File: config.mk
export PLATFORM = sky130hd
export DESIGN_NAME = uart_tx_arbiter
export DESIGN_NICKNAME = d
export VERILOG_FILES = /design/src/rtl/uart_tx_arbiter.sv
export SDC_FILE = /design/constraint.sdc
export NUM_CORES = 1
export LEC_CHECK = 0
export CORE_MARGIN = 3
export CORE_UTILIZATION = 26
export CTS_CLUSTER_SIZE = 10
export DETAILED_ROUTE_END_ITERATION = 8
export GPL_ROUTABILITY_DRIVEN = 0
export PLACE_DENSITY = 0.6
export RECOVER_POWER = 50
export SLEW_MARGIN = 20
export SYNTH_ARGS = -nofsm -noshare
export SYNTH_HDL_FRONTEND = slang
export SYNTH_SLANG_ARGS = --single-unit
File: constraint.sdc
create_clock -name i_clock -period 7.1 [get_ports i_clock]
set_input_delay 2.13 -clock i_clock [delete_from_list [all_inputs] [get_ports i_clock]]
set_output_delay 2.13 -clock i_clock [all_outputs]
set_load 0.03 [all_outputs]
File: src/rtl/uart_tx_arbiter.sv
// Round-robin, per-packet arbiter sharing one UART tx byte stream.
// Ports: i_req_* per-requester byte streams, o_tx_* to UART, grant/busy/timeout status.
module uart_tx_arbiter #(
  parameter int NUM_REQ        = 4,
  parameter bit HEADER_EN      = 1'b1,
  parameter int TIMEOUT_CYCLES = 1024
) (
  input  logic                 i_clock,
  input  logic                 i_reset_n,
  input  logic [NUM_REQ*8-1:0] i_req_data,
  input  logic [NUM_REQ-1:0]   i_req_valid,
  input  logic [NUM_REQ-1:0]   i_req_last,
  output logic [NUM_REQ-1:0]   o_req_ready,
  output logic [7:0]           o_tx_data,
  output logic                 o_tx_valid,
  input  logic                 i_tx_ready,
  output logic [NUM_REQ-1:0]   o_grant,
  output logic                 o_busy,
  output logic                 o_timeout,
  output logic [3:0]           o_timeout_id
);

  localparam int GW = $clog2(NUM_REQ);
  localparam int CW =
    (TIMEOUT_CYCLES > 1) ? $clog2(TIMEOUT_CYCLES + 1) : 1;
  localparam logic [NUM_REQ-1:0] ONE = NUM_REQ'(1);

  typedef enum logic [1:0] {
    IDLE,
    HEADER,
    PAYLOAD
  } state_t;

  state_t        state, state_nx;
  logic [GW-1:0] gnt, gnt_nx;
  logic [GW-1:0] rr, rr_nx;
  logic [CW-1:0] cnt, cnt_nx;
  logic          to_nx;
  logic [3:0]    to_id_nx;

  logic          pick_vld;
  logic [GW-1:0] pick;
  logic [GW-1:0] idx;

  logic          v_g;
  logic          l_g;
  logic [7:0]    d_g;

  // first valid requester searching upward from rr+1, wrapping
  always_comb begin
    pick_vld = 1'b0;
    pick     = '0;
    idx      = '0;
    for (int i = 1; i <= NUM_REQ; i++) begin
      idx = GW'((int'(rr) + i) % NUM_REQ);
      if (!pick_vld && i_req_valid[idx]) begin
        pick_vld = 1'b1;
        pick     = idx;
      end
    end
  end

  assign v_g = i_req_valid[gnt];
  assign l_g = i_req_last[gnt];
  assign d_g = i_req_data[{gnt, 3'b000} +: 8];

  assign o_busy  = (state != IDLE);
  assign o_grant = o_busy ? (ONE << gnt) : '0;

  always_comb begin
    state_nx    = state;
    gnt_nx      = gnt;
    rr_nx       = rr;
    cnt_nx      = cnt;
    to_nx       = 1'b0;
    to_id_nx    = o_timeout_id;
    o_tx_valid  = 1'b0;
    o_tx_data   = 8'h00;
    o_req_ready = '0;
    unique case (state)
      IDLE: begin
        if (pick_vld) begin
          gnt_nx = pick;
          if (HEADER_EN) state_nx = HEADER;
          else           state_nx = PAYLOAD;
        end
      end
      HEADER: begin
        o_tx_valid = 1'b1;
        o_tx_data  = 8'hF0 | 8'(gnt);
        if (i_tx_ready) state_nx = PAYLOAD;
      end
      PAYLOAD: begin
        o_tx_valid       = v_g;
        o_tx_data        = d_g;
        o_req_ready[gnt] = i_tx_ready;
        if (v_g && i_tx_ready) begin
          cnt_nx = '0;
          if (l_g) begin
            state_nx = IDLE;
            rr_nx    = gnt;
          end
        end else if (!v_g && TIMEOUT_CYCLES != 0) begin
          // stalled with valid high waits on the UART, not counted
          if (cnt == CW'(TIMEOUT_CYCLES - 1)) begin
            state_nx = IDLE;
            rr_nx    = gnt;
            cnt_nx   = '0;
            to_nx    = 1'b1;
            to_id_nx = 4'(gnt);
          end else begin
            cnt_nx = cnt + 1'b1;
          end
        end
      end
      default: state_nx = IDLE;
    endcase
  end

  always_ff @(posedge i_clock or negedge i_reset_n) begin
    if (!i_reset_n) begin
      state        <= IDLE;
      gnt          <= '0;
      rr           <= GW'(NUM_REQ - 1);
      cnt          <= '0;
      o_timeout    <= 1'b0;
      o_timeout_id <= 4'h0;
    end else begin
      state        <= state_nx;
      gnt          <= gnt_nx;
      rr           <= rr_nx;
      cnt          <= cnt_nx;
      o_timeout    <= to_nx;
      o_timeout_id <= to_id_nx;
    end
  end

endmodule

==> results of run 1 <==
==> cell families (layout without fill, tap and decap cells) <==
family          Yosys count  after routing  share of synthesized area
fa+ha+maj                 5              5                     0.0397
xor+xnor                  7              7                     0.0389
compound gates           25             25                      0.114
flops                    20             20                      0.319
mux                      20             20                      0.213
other cells               1              2                    0.00238
buf+inv                  16             74                     0.0445
simple gates             71             71                      0.228
==> final timing paths <==
kind / startpoint / end / slack, ns / cells after the start
setup / recovery: i_req_valid[3] / o_tx_valid / 0.81 / 5
hold / removal: o_timeout_id[0] / o_timeout_id[0] / 0.51 / 1
setup reg to reg: gnt[0] / rr[1] / 3.92 / 5
hold reg to reg: o_timeout_id[0] / o_timeout_id[0] / 0.51 / 1
max in group asynchronous: i_reset_n / cnt[5] / 4.40 / 1
min in group asynchronous: i_reset_n / cnt[6] / 2.04 / 1
==> layer usage <==
| layer | GRT usage | share of wire | up-vias |
|---|---|---|---|
| li1 | - | - | 705 |
| met3 | 0.0355 | 0.042 | 3 |
| met2 | 0.189 | 0.48 | 27 |
| met4 | 0.0146 | 0.0039 | 0 |
| met1 | 0.178 | 0.47 | 723 |
| met5 | 0 | 0 | - |
==> cell type report <==
class                   count  area (sq um)  share of cell area
inverters                   7          26.3              0.0114
multi-input cells         130          1000               0.432
clock buffers               3          41.3              0.0178
repair buffers             63           624               0.270
well taps                  72          90.1              0.0389
clock inverters             1          30.0              0.0130
flip-flops and latches     20           503               0.217
==> power groups by stage <==
stage                     clock [mW]  sequential [mW]  combinational [mW]
after CTS                      0.119            0.240               0.505
after detailed placement           0            0.242               0.503
after global routing           0.126            0.251               0.539
after floorplan                    0            0.191               0.378
after global placement             0            0.243               0.500
final                          0.116            0.238               0.498
==> stage by stage <==
step                      utilization  instance area (sq um)  power, mW  setup WS [ns]
final                           0.408                   2310      0.852          0.813
after detailed placement        0.397                   2260      0.745          0.908
after global placement          0.397                   2260      0.743          0.925
after CTS                       0.410                   2330      0.864          0.904
after global routing            0.408                   2310      0.916          0.747
after floorplan                     -                   1580      0.569           2.03
==> flip-flops by register name, summed over array words and instances (netlist names) <==
name          count
cnt              11
gnt               2
o_timeout         1
o_timeout_id      2
rr                2
state             2
==> layout by cell type, fill, tap and decap left out, drive strengths merged, types with 3 or more instances in the layout <==
cell type / count
mux4: 10
a21oi: 7
nand3: 7
clkdlybuf4s50: 58
nor2b: 8
o21ai: 4
dlygate4sd3: 4
nand2: 17
a22oi: 3
dfrtp: 18
nor3: 3
mux2: 5
nor2: 19
clkbuf: 4
mux2i: 5
xnor2: 5
inv: 7
nand2b: 5
nor4: 3
ha: 5
==> critical path, delay by kind of cell <==
kind | cells | cell delay, ns
buffers and inverters | 2 | 1.23
muxes | 1 | 0.57
AOI/OAI and AO/OA | 1 | 0.17
and+or+nand+nor | 1 | 0.06
==> run metrics, run 1 <==
Antenna Cells=0; FILL cells=approximately 580; Async SR Flop Fraction=1.00; CTS buffer count=3; Tightest Hold Check Type=flop to flop; CP Launch Type=input port; CTS H-tree lvls=1; actual slew at the worst max-slew pin=1.10 ns; DRT Pass-1 Iters=4; layout cell share with drive strength beyond 1=0.116; Synth area leaders=dfrtp_1, mux4_2, nor2_1; Die Y=83.8 um; Vias/cell=between 4 and 5; Skew-Pair Late Insertion Delay=~0.27 ns; post-route ant nets=0; clock sink total=20; Placed Cells=around 290; Hold Vio Cnt, Final=0; max_slew headroom=0.268; nets@finish=273; Top FF cell, synth=dfrtp_1; dominant cell type by area after synthesis=dfrtp_1; Starting Density=0.278; Syn. warnings=0; critical path arrival=4.16 ns; Layout area overhead=46.9%; DR vias=1,458; Worst-path clk slew=0.08 ns; DRC violations left=0; Switching Share=0.440; clk buf depth=2; Worst Setup End Kind=primary output; root buf cell=clkbuf_8; Slew Viols, Final=0; post-CTS sizing=0; Syn Inst Count=approximately 170; sequential area share after synthesis=0.319; Peak VDD IR=0.000153 V; die area=roughly 0.007 sq mm; syn_area_per_cell=9.55 sq um; Pleak=between 0.9 and 1 nW; core area=0.00568 sq mm; crit path time final=roughly 6.3 ns; Gate power share=0.585; DP Wirelength=roughly 3.3 mm; Overflow after GRT=0; crit-path max FO=7; setup violators final=0; Post-synth EDFFs=0; Setup TNS=0 ns; CTS tree=yes; Boundary Pins=between 60 and 70; Psw=0.375 mW; Tcrit/Tclk final=0.886; Hold Slack=between 0.5 and 0.6 ns; DRT Wirelength=4.34 mm; Worst EP required=between 4 and 5 ns; register bit count reported by yosys=20; Synth cell types=42; global-route wire length before repair=slightly above 7 mm; fmax=~0.16 GHz; post-CTS setup repair buffer count=0; fin cells=roughly 300; Cell Pwr Density=approximately 370 mW/mm^2; initial antenna violation count=0; CTS Hold Bufs=0; cell area after synthesis=about 0.0016 sq mm; outcome=finished clean; Iter 0 DRT Violations=56; Post-synth top cells=nor2_1, dfrtp_1, nand2_1; Yosys top cell area share=0.286; Port Buffers=63; Clock power frac=0.136; Worst Skew=around 0.0067 ns; Die X=roughly 84 um; Setup CP Type=input port to primary output; gr usage total=0.124; crit path cell chain=dlygate4sd3_1 > mux4_2 > a21oi_1 > nor2b_1 > clkdlybuf4s50_1; RSZ-0062 raised after global routing=false; max-capacitance violation count=0; Internal=0.477 mW; number of global-route vias before repair=between 1,000 and 1,500; Crit path largest cell delay=approximately 0.63 ns; most numerous cell in the Yosys netlist=nor2_1; pin count of the biggest net entering global routing=22; part of the power in registers=0.279; CP max stage cell=dlygate4sd3_1; wire length per cell=14.7 um; row count=27
(Power assumes the default switching activity.)
==> run 2: changes to the inputs <==
Settings changed: CAP_MARGIN set to 20, GPL_ROUTABILITY_DRIVEN 0 to unset.
==> results of run 2 <==
Final layout, timing and power as in run 1 (identical DEF).
